File: config.mk
export PLATFORM = sky130hd
export DESIGN_NAME = lsu_bus_ctrl
export DESIGN_NICKNAME = d
export VERILOG_FILES = /design/src/rtl/lsu_bus_ctrl.sv
export SDC_FILE = /design/constraint.sdc
export NUM_CORES = 1
export LEC_CHECK = 0
export ABC_AREA = 1
export BUFFER_PORTS_ARGS = -buffer_cell sky130_fd_sc_hd__buf_2
export CAP_MARGIN = 20
export CORE_ASPECT_RATIO = 1.25
export CORE_MARGIN = 1
export CORE_UTILIZATION = 49
export DETAILED_ROUTE_END_ITERATION = 8
export PLACE_DENSITY = 0.8
export SETUP_SLACK_MARGIN = 0.2
export SLEW_MARGIN = 10
export SYNTH_ARGS = -nofsm -noshare
export SYNTH_HDL_FRONTEND = slang
export SYNTH_SLANG_ARGS = --single-unit
File: constraint.sdc
create_clock -name clk -period 4.1 [get_ports clk]
set_clock_uncertainty 0.1 [all_clocks]
set_input_delay 0.82 -clock clk [delete_from_list [all_inputs] [get_ports clk]]
set_output_delay 0.82 -clock clk [all_outputs]
set_load 0.02 [all_outputs]
File: src/rtl/lsu_bus_ctrl.sv
`default_nettype none
// ============================================================================
// Module      : lsu_bus_ctrl
// Description : Load/store unit bus controller. Issues req/gnt/rvalid data-bus
//               accesses for decoded loads and stores, stalls the core until
//               completion, extracts and extends load data, and flags
//               misaligned accesses and bus timeouts.
// Revision    : 1.0 - initial release
// ============================================================================

package lsu_bus_ctrl_pkg;
    typedef enum logic [1:0] {
        OP_DMEM_BYTE = 2'd0,
        OP_DMEM_HALF = 2'd1,
        OP_DMEM_WORD = 2'd2
    } op_enum_dmem_size;
endpackage

module lsu_bus_ctrl
    import lsu_bus_ctrl_pkg::*;
#(
    parameter int TIMEOUT_CYC = 16
) (
    input  logic             clk,
    input  logic             rst,
    input  logic             dmem_req,
    input  logic             dmem_wr,
    input  op_enum_dmem_size dmem_size,
    input  logic             dmem_zero_ex,
    input  logic [31:0]      addr,
    input  logic [31:0]      wdata,
    output logic             lsu_stall,
    output logic [31:0]      lsu_rdata,
    output logic             lsu_misalign,
    output logic             lsu_err,
    output logic             bus_req,
    output logic             bus_we,
    output logic [31:0]      bus_addr,
    output logic [3:0]       bus_be,
    output logic [31:0]      bus_wdata,
    input  logic             bus_gnt,
    input  logic             bus_rvalid,
    input  logic [31:0]      bus_rdata
);

    localparam logic [1:0] c_IDLE        = 2'd0;
    localparam logic [1:0] c_WAIT_GNT    = 2'd1;
    localparam logic [1:0] c_WAIT_RVALID = 2'd2;
    localparam logic [1:0] c_DONE        = 2'd3;

    // One spare count beyond TIMEOUT_CYC-1 covers a gnt arriving on the last
    // allowed wait cycle of a load.
    localparam int               c_CNT_W    = $clog2(TIMEOUT_CYC + 1);
    localparam logic [c_CNT_W-1:0] c_CNT_LAST = c_CNT_W'(TIMEOUT_CYC - 1);

    logic [1:0]         r_state;
    logic [1:0]         w_next_state;
    logic [c_CNT_W-1:0] r_cnt;
    logic [31:0]        r_addr;
    logic [31:0]        r_wdata;
    logic               r_wr;
    op_enum_dmem_size   r_size;
    logic               r_zero_ex;
    logic [31:0]        r_rdata;
    logic               r_err;

    logic               w_idle;
    logic               w_misaligned;
    logic               w_issue;
    logic               w_timeout;
    logic [31:0]        w_src_addr;
    logic [31:0]        w_src_wdata;
    op_enum_dmem_size   w_src_size;
    logic [31:0]        w_shifted;
    logic [31:0]        w_load_val;

    assign w_idle       = (r_state == c_IDLE);
    assign w_misaligned = ((dmem_size == OP_DMEM_HALF) && addr[0]) ||
                          ((dmem_size == OP_DMEM_WORD) && (addr[1:0] != 2'b00));
    assign w_issue      = ~rst & w_idle & dmem_req & ~w_misaligned;

    assign lsu_misalign = ~rst & w_idle & dmem_req & w_misaligned;
    assign bus_req      = ~rst & (w_issue | (r_state == c_WAIT_GNT));
    assign lsu_stall    = ~rst & (w_issue | (r_state == c_WAIT_GNT) |
                                  (r_state == c_WAIT_RVALID));
    assign lsu_rdata    = r_rdata;
    assign lsu_err      = r_err;

    // Bus fields: live decoder inputs on the issue cycle, latched copy while waiting
    always_comb begin
        w_src_addr  = w_idle ? addr  : r_addr;
        w_src_wdata = w_idle ? wdata : r_wdata;
        w_src_size  = w_idle ? dmem_size : r_size;
        bus_we      = w_idle ? dmem_wr : r_wr;
        bus_addr    = {w_src_addr[31:2], 2'b00};
        case (w_src_size)
            OP_DMEM_BYTE: begin
                bus_be    = 4'b0001 << w_src_addr[1:0];
                bus_wdata = {4{w_src_wdata[7:0]}};
            end
            OP_DMEM_HALF: begin
                bus_be    = 4'b0011 << w_src_addr[1:0];
                bus_wdata = {2{w_src_wdata[15:0]}};
            end
            default: begin
                bus_be    = 4'b1111;
                bus_wdata = w_src_wdata;
            end
        endcase
    end

    // Load lane extraction and sign/zero extension using the latched request
    always_comb begin
        w_shifted = bus_rdata >> {r_addr[1:0], 3'b000};
        case (r_size)
            OP_DMEM_BYTE: w_load_val = {{24{~r_zero_ex & w_shifted[7]}},  w_shifted[7:0]};
            OP_DMEM_HALF: w_load_val = {{16{~r_zero_ex & w_shifted[15]}}, w_shifted[15:0]};
            default:      w_load_val = w_shifted;
        endcase
    end

    // Next-state logic; an awaited handshake wins over the timeout
    always_comb begin
        w_next_state = r_state;
        w_timeout    = 1'b0;
        case (r_state)
            c_IDLE: begin
                if (w_issue) begin
                    if (bus_gnt) w_next_state = dmem_wr ? c_DONE : c_WAIT_RVALID;
                    else         w_next_state = c_WAIT_GNT;
                end
            end
            c_WAIT_GNT: begin
                if (bus_gnt) begin
                    w_next_state = r_wr ? c_DONE : c_WAIT_RVALID;
                end else if (r_cnt >= c_CNT_LAST) begin
                    w_next_state = c_DONE;
                    w_timeout    = 1'b1;
                end
            end
            c_WAIT_RVALID: begin
                if (bus_rvalid) begin
                    w_next_state = c_DONE;
                end else if (r_cnt >= c_CNT_LAST) begin
                    w_next_state = c_DONE;
                    w_timeout    = 1'b1;
                end
            end
            default: w_next_state = c_IDLE;
        endcase
    end

    // State, timeout counter and result registers
    always_ff @(posedge clk) begin
        if (rst) begin
            r_state <= c_IDLE;
            r_cnt   <= '0;
            r_rdata <= 32'd0;
            r_err   <= 1'b0;
        end else begin
            r_state <= w_next_state;
            if (w_issue) begin
                r_cnt <= '0;
            end else if ((r_state == c_WAIT_GNT) || (r_state == c_WAIT_RVALID)) begin
                r_cnt <= r_cnt + 1'b1;
            end
            if (w_timeout) begin
                r_err   <= 1'b1;
                r_rdata <= 32'd0;
            end else begin
                if ((w_next_state != r_state) && (w_next_state != c_IDLE)) begin
                    r_err <= 1'b0;
                end
                if ((r_state == c_WAIT_RVALID) && bus_rvalid) begin
                    r_rdata <= w_load_val;
                end
            end
        end
    end

    // Capture the request on issue so the decoder inputs may change while stalled
    always_ff @(posedge clk) begin
        if (w_issue) begin
            r_addr    <= addr;
            r_wdata   <= wdata;
            r_wr      <= dmem_wr;
            r_size    <= dmem_size;
            r_zero_ex <= dmem_zero_ex;
        end
    end

endmodule
`default_nettype wire

# --- Word level (Yosys, flattened, before mapping) ---
# Index checks and enable logic that the tools add are counted.
totals:
  regBits: 108
  latch_bits: 0
  ramBits: 0
  mem_bits_ro: 0
  in_bits: 105
  out_inout_bits: 105
  elab_cells: 69
  mem_count: 0
classes:
  n_addsub: 1
  multipliers: 0
  div_mod_pow: 0
  order_cmp: 1
  n_eq_ne: 7
  shifts: 3
  n_mux: 21
  n_bitwise: 13
  n_reduce_logical: 14
op_table:
  columns: ["op", "count"]
  rows:
  - ["$pmux 32 s2", 2]
  - ["$mux 32", 2]
  - ["$shr 32x5->32", 1]
  - ["$mux 2", 6]
  - ["$and 1x1->1", 8]
  - ["$eq 2x1->1 const B", 4]
  - ["$mux 1", 8]
  - ["$pmux 4 s2", 1]
  - ["$logic_not 2->1", 3]
  - ["$pmux 2 s3", 1]
  - ["$reduce_bool 2->1", 3]
  - ["$add 5x1->5 const B", 1]
  - ["$ge 5x4->1 const B", 1]
  - ["$eq 2x2->1 const B", 2]
  - ["$logic_and 1x1->1", 4]
  - ["$reduce_or 2->1", 2]
  - ["$shl 1x2->4 const A", 1]
  - ["$shl 2x2->4 const A", 1]
  - ["$not 1->1", 3]
  - ["$logic_or 1x1->1", 2]
  - ["$ne 2x2->1", 1]
  - ["$or 1x1->1", 2]
  - ["$pmux 1 s2", 1]

# --- Depth between registers and ports, before layout ---
# Gate-level depths: netlist of the first run.
depth:
  word_depth: 11
  mapped_depth: 16
  mapped_depth_nobuf: 15

# --- Least setup slack after synthesis of the first run ---
# No wires, ideal clock.
synth_timing:
  kind: "input to output"
  from: "input port addr[1]"
  to: "output port lsu_stall"
  t_arrival_ps: 3029
  t_required_ps: 3180
  path_slack_ps: 151
  stages: 7
  n_path_buf: 0
  cell_sequence: "inv_1 -> nand2_1 -> nand2_1 -> nand3_2 -> inv_1 -> nor2_1 -> a21oi_1"
synth_via:
  elab_chain_cells: 8
synth_lines:
  columns: ["item", "line", "text"]
  rows:
  - ["start: declaration", "30", "input logic [31:0] addr,"]
  - ["$reduce_bool 2->1", "79", "((dmem_size == OP_DMEM_WORD) && (addr[1:0] != 2'b00));"]
  - ["$logic_and 1x1->1", "79", null]
  - ["$logic_or 1x1->1", "78", "assign w_misaligned = ((dmem_size == OP_DMEM_HALF) && addr[0]) ||"]
  - ["$not 1->1", "80", "assign w_issue = ~rst & w_idle & dmem_req & ~w_misaligned;"]
  - ["$and 1x1->1", "80", null]
  - ["via w_issue", "69", "logic w_issue;"]
  - ["$or 1x1->1 (2 in series)", "84", "assign lsu_stall = ~rst & (w_issue | (r_state == c_WAIT_GNT) |"]
  - ["$and 1x1->1", "84", null]
  - ["end: declaration", "32", "output logic lsu_stall,"]
# The timed path passes the listed nets, and every way through them passes these cells.

# --- Worst setup path in the final report of the first run ---
layout_timing:
  from: "register r_state[0]"
  to: "output port bus_wdata[29]"
layout_via:
  elab_chain_cells: 4
  word_cells_on_any_way: 6
  cone_classes: "eq/ne: 1; mux: 3; reduce/logical: 2"
layout_lines:
  columns: ["item", "line", "text"]
  rows:
  - ["start: declaration", "56", "logic [1:0] r_state;"]
  - ["start signal: assignment", "156", "r_state <= c_IDLE;"]
  - ["start signal: assignment", "161", "r_state <= w_next_state;"]
  - ["$logic_not 2->1 *", "77", "assign w_idle = (r_state == c_IDLE);"]
  - ["$mux 2", "93", "w_src_size = w_idle ? dmem_size : r_size;"]
  - ["$eq 2x1->1 / $logic_not 2->1 (equally long branches)", "96", "case (w_src_size)"]
  - ["$pmux 32 s2 *", "96", null]
  - ["end: declaration", "40", "output logic [31:0] bus_wdata,"]
# Every way passes the cells marked *; elsewhere a longest branch is shown, timed or not.

==> results.tsv, run 1 <==
metric	value	unit
drive_gt1_share	32.3	%
cts_resized	0	
dieArea	0.0115	mm2
busiest_layer	met2	
end_kind	output port	
synth_edf_count	68	
finalHoldViolCount	0	
wl_per_cell	16.2	um
routed_wl	15.6	mm
critPathKind	reg2out	
die_w	96.3	um
setup-tns-final	0	ns
dpl_cell_area	0.00650	mm2
antenna_found_initial	0	
synthFlopType	edfxtp_1	
ir_drop	536	uV
regToRegSetupSlack	1.33	ns
grt_max_degree	69	
die_h	120	um
r2r_end	lsu_rdata[16]$_SDFFE_PP0P_	
worst_hold_path_type	reg2reg	
mostFrequentLayoutCells	250 x nand2_1, 207 x buf_2, 68 x edfxtp_1	
relSlewSlack	36.0	%
tightest_slew	0.959	ns
n_antenna_cell	0	
netlist_instances	639	
cts_tree	built	
synth_area	0.00545	mm2
period_share	89.2	%
avgSynthCellArea	8.52	um2
synth_top_family_by_area	simple AND/OR/NAND/NOR gates	
synth_warnings	0	
final_cell_area	0.00680	mm2
holdPathEnd	lsu_rdata[7]$_SDFFE_PP0P_	
drt_pass1_iterations	5	
synth_top_area_share	37.5	%
place_hpwl	11.3	mm
final-setup-viol-count	0	
yosys-top-cells-area	edfxtp_1 37%, nand2_1 17%, dfxtp_1 15%, o21ai_0 3.9%, a21oi_1 2.8%	
grt_pass1_wl	23.9	mm
cpPeakStageDelay	0.37	ns
synth_seq_cells	108	
fin_hold_ws	0.365	ns
rsz0062_at_grt	false	
synth-compound-area-share	16.0	%
crit_family	buffers and inverters	
slowest_stage	ha_2	
synth_top_area_cell	edfxtp_1	
grt.total_usage	27.2	%
htreeDepth	3	
nNetsFinal	936	
drt-initial-drc-count	289	
hp-start	lsu_rdata[7]$_SDFFE_PP0P_	
cp-start-kind	flop	
holdBufCountCts	0	
drv_cap	0	
fmax	273	MHz
postSynth.asyncResetShare	0	%
grtUsageMet3	8.24	%
cts_num_sinks	108	
synth_cell_types	40	
fin_crit	3.66	ns
row_count	42	
drtAntennaViolNets	0	
io_pins	210	
area_growth	24.9	%
drcViolationCount	0	
core-area	0.0107	mm2
overflow	0	
fin_cells	962	
crit_fanout	23	
status	complete, no violations	
io_buffers	207	
drv_slew	0	
worstPathArrival	2.74	ns
clockRootBuffer	clkbuf_16	
grt_pass1_vias	5013	
grtUsageMet2	46.6	%
power.density	800	mW/mm2
holdPathStages	2	
clockBufferDepth	2	
cp.required	3.18	ns
clk-insertion-delay-late	0.34	ns
start_util	50.8	%
synth-xor-area-share	0.482	%
crit_chain	inv_1 -> ha_2 -> nor2_1 -> buf_4 -> a21oi_4 -> inv_2 -> nor2_4 -> nand2_1 -> o221ai_1 -> buf_2	
cts_inserted_buffers	9	
synth-simple-area-share	23.4	%
crit_buf_inv	4	
reg2reg_from	r_addr[0]$_DFFE_PP_	
place_congestion	0.924	
rr_worst_depth	9	
layout_commonest_cell	nand2_1	
dp.cells	946	
synth_adder_area_share	1.38	%
p_leak	3.19	nW
clk_pin_slew	0.07	ns
post_cts_buffers	0	
synthMuxAreaShare	0.735	%
vias	5303	
avgViaCountPerCell	5.51	
use_met1	30.3	%
ys_seq_area_share	52.2	%
per-stage QoR:
stage,setup WS (ns),utilization (%),power (mW)
floorplan,0.672,-,3.55
global placement,0.793,60.6,4.49
detailed placement,0.625,60.6,4.54
CTS,0.233,63.4,5.44
global route,0.233,63.4,5.79
finish,0.441,63.4,5.44
final cells by class:
| type | instances | area (um2) |
|---|---|---|
| Timing Repair Buffer | 211 | 1070 |
| Clock inverter | 6 | 70.1 |
| Clock buffer | 10 | 229 |
| Sequential cell | 108 | 2840 |
| Tap cell | 132 | 165 |
| Inverter | 32 | 126 |
| Multi-Input combinational cell | 463 | 2300 |
| Fill cell | 965 | 3920 |
flip-flops by register name, indices dropped and copies added, names as in the netlist, 2 cells and up:
register,cells
lsu_rdata,32
r_addr,32
r_wdata,32
r_cnt,5
r_size,2
r_state,2
per-layer routing:
metal  routed length [um]  vias up  share of wire (%)
met5                    0        -                  0
met4                  522        0                3.4
met3                 1360       38                8.8
met2                 7890      255                 51
met1                 5780     2475                 37
li1                     -     2535                  -
worst min-delay path: stages (launching register included):
cell     delay (ns)
dfxtp_1        0.31
nand2_1        0.06
a21oi_1        0.05
Yosys cell counts (7+ instances only):
cell type,instances
o221a_2,7
nand3_1,20
clkbuf_1,15
o211ai_1,7
o221ai_1,8
o21ai_0,42
dfxtp_1,40
inv_1,27
nand2_1,250
nor2_1,31
edfxtp_1,68
a21oi_1,30
a21oi_2,11
buf_2,14
a311oi_1,7
worst max-delay path by stage:
stage	from	end	cells past startpoint
finish	r_state[0]$_SDFF_PP0_	bus_wdata[29]	10
global route	r_state[0]$_SDFF_PP0_	bus_wdata[24]	10
CTS	r_state[0]$_SDFF_PP0_	bus_wdata[29]	10
detailed placement	r_state[0]$_SDFF_PP0_	bus_wdata[29]	10
global placement	r_state[0]$_SDFF_PP0_	bus_wdata[26]	10
floorplan	dmem_size[1]	lsu_stall	7
where the power goes:
group	total, mW	switching, mW	internal (mW)
Combinational	3.15	2.23	0.922
Clock	0.889	0.407	0.481
Sequential	1.41	0.0794	1.33
Total	5.44	2.71	2.73
cell families (layout without fill, tap and decap cells):
logic type                 count (synthesis)  in the layout
DFF                                      108            108
AOI/OAI and AO/OA                        130            130
adders and majority gates                  6              6
and+or+nand+nor                          318            318
muxes                                      4              4
buffers and inverters                     69            259
xor gates and xnor gates                   3              3
other                                      1              2
No activity file was read; power rests on OpenSTA's default activity.
==> run 2, diff against run 1 <==
--- a/config.mk
+++ b/config.mk
@@ -12,7 +12,7 @@
 export CORE_MARGIN = 1
 export CORE_UTILIZATION = 49
 export DETAILED_ROUTE_END_ITERATION = 8
-export PLACE_DENSITY = 0.8
+export PLACE_DENSITY_LB_ADDON = 0.1
 export SETUP_SLACK_MARGIN = 0.2
 export SLEW_MARGIN = 10
 export SYNTH_ARGS = -nofsm -noshare
==> run 2 against run 1 <==
Against the previous run: non-clock buffer count up 1; utilization is 0.082 points higher; final area rose by 0.13%; die area unchanged; clock-buffer cell count decreased by 1; register-to-register slack worse by 0.03 ns; first-iteration DRC count shrank 28%; critical endpoint is now bus_wdata[30].
==> results.tsv, run 2 (same netlist as run 1, synthesis figures left out) <==
metric	value	unit	change
tightest_slew	1.04	ns	was 0.959 ns
io_buffers	207		unchanged
grt_pass1_vias	4859		was 5013
drt-initial-drc-count	208		was 289
layout_commonest_cell	nand2_1		unchanged
area_growth	25.0	%	was 24.9%
dpl_cell_area	0.00650	mm2	about the same
wl_met3	1.12	mm	was 1.36 mm
io_pins	210		unchanged
ir_drop	643	uV	was 536 uV
drv_slew	0		unchanged
worstPathArrival	2.81	ns	was 2.74 ns
power.density	790	mW/mm2	was 800 mW/mm2
grt_max_degree	69		unchanged
avgViaCountPerCell	5.37		was 5.51
clockBufferDepth	2		unchanged
p_leak	3.19	nW	about the same
status	complete, no violations		unchanged
antenna_found_initial	1		was 0
nNetsFinal	937		was 936
final-setup-viol-count	0		unchanged
crit_fanout	32		was 23
met1_length	5.91	mm	was 5.78 mm
reg2reg_from	r_addr[0]$_DFFE_PP_		unchanged
cp-start-kind	flop		unchanged
setup-tns-final	0	ns	unchanged
end_kind	output port		unchanged
fin_crit	3.73	ns	was 3.66 ns
holdPathStages	2		unchanged
cp-startpoint	r_state[0]$_SDFF_PP0_		unchanged
period_share	91.0	%	was 89.2%
rr_worst_depth	9		unchanged
power	5.38	mW	was 5.44 mW
cts_inserted_buffers	9		unchanged
critPathKind	reg2out		unchanged
place_hpwl	10.9	mm	was 11.3 mm
final_cell_area	0.00681	mm2	was 0.00680 mm2
core-area	0.0107	mm2	unchanged
place_congestion	0.887		was 0.924
drt_pass1_iterations	5		unchanged
mostFrequentLayoutCells	250 x nand2_1, 207 x buf_2, 68 x edfxtp_1		unchanged
relSlewSlack	30.1	%	was 36.0%
clockRootBuffer	clkbuf_16		unchanged
regToRegSetupSlack	1.30	ns	was 1.33 ns
r2r_end	lsu_rdata[20]$_SDFFE_PP0P_		was lsu_rdata[16]$_SDFFE_PP0P_
drv_cap	0		unchanged
post_cts_buffers	0		unchanged
rsz0062_at_grt	false		unchanged
cts_tree	built		unchanged
drive_gt1_share	32.3	%	about the same
drcViolationCount	0		unchanged
htreeDepth	3		unchanged
top_layer	met4		unchanged
die_h	120	um	unchanged
worst_hold_path_type	reg2reg		unchanged
start_util	50.8	%	unchanged
dr_wl_met2	7.78	mm	was 7.89 mm
row_count	42		unchanged
vias	5175		was 5303
wl_per_cell	15.7	um	was 16.2 um
finalHoldViolCount	0		unchanged
dieArea	0.0115	mm2	unchanged
cts_num_sinks	108		unchanged
routed_wl	15.2	mm	was 15.6 mm
clk_pin_slew	0.07	ns	about the same
fin_util	63.5	%	was 63.4%
drtAntennaViolNets	0		unchanged
die_w	96.3	um	unchanged
fmax	268	MHz	was 273 MHz
overflow	0		unchanged
cp.required	3.18	ns	about the same
grt.total_usage	26.0	%	was 27.2%
grt_pass1_wl	23.0	mm	was 23.9 mm
cp-endpoint	bus_wdata[30]		was bus_wdata[29]
clk-insertion-delay-late	0.35	ns	was 0.34 ns
[run 2: cell count changes in the layout (fill, tap and decap cells not counted)]
cell	previous run	this run
clkinv_2	1	0
diode_2	0	1
clkbuf_1	1	0
buf_4	4	5
clkinv_1	0	2
[run 2: power breakdown]
group	switching (mW)	internal (mW)	total (mW)	leakage [nW]
registers	0.0804	1.33	1.41	0.950
clock network	0.408	0.478	0.886	0.146
logic	2.17	0.925	3.09	2.10
[run 2: timing repair]
item,in CTS,in global routing
endpoints found under the setup margin,0,16
hold buffers,0,0
gates resized for setup,0,1
[run 2: final cells by class]
| cell class | count | area, um2 |
|---|---|---|
| fillers | 978 | 3910 |
| flip-flops and latches | 108 | 2840 |
| multi-input cells | 463 | 2300 |
| repair buffers | 212 | 1070 |
| clock buffers | 9 | 225 |
| well taps | 132 | 165 |
| inverters | 32 | 126 |
| clock inverters | 7 | 72.6 |
| diodes | 1 | 2.50 |
[run 2: metrics by stage]
stage                     setup WS [ns]  hold slack [ns]  cells
after global routing              0.230            0.391    964
after detailed placement          0.800            0.357    947
after global placement            0.934            0.355    947
after CTS                         0.423            0.369    963
final                             0.371            0.366    964
after floorplan                   0.672            0.353    640
[run 2: layer usage]
| layer | vias up | track usage [%] |
|---|---|---|
| met2 | 226 | 46.2 |
| li1 | 2539 | - |
| met3 | 25 | 4.75 |
| met4 | 0 | 9.83 |
| met1 | 2385 | 30.5 |
| met5 | - | 0 |
[run 2: worst min-delay path by stage]
stage	from	to
finish	lsu_rdata[1]$_SDFFE_PP0P_	lsu_rdata[1]$_SDFFE_PP0P_
CTS	lsu_rdata[3]$_SDFFE_PP0P_	lsu_rdata[3]$_SDFFE_PP0P_
global route	lsu_rdata[0]$_SDFFE_PP0P_	lsu_rdata[0]$_SDFFE_PP0P_
floorplan	r_cnt[4]$_SDFFE_PP0P_	r_cnt[4]$_SDFFE_PP0P_
detailed placement	lsu_rdata[3]$_SDFFE_PP0P_	lsu_rdata[3]$_SDFFE_PP0P_
global placement	lsu_rdata[6]$_SDFFE_PP0P_	lsu_rdata[6]$_SDFFE_PP0P_
[run 2: critical path: stages (launching register included)]
cell      delay [ns]
dfxtp_1         0.43
inv_1           0.12
ha_2            0.20
buf_4           0.24
o21ai_0         0.60
nand2_1         0.38
o221ai_1        0.29
buf_2           0.20
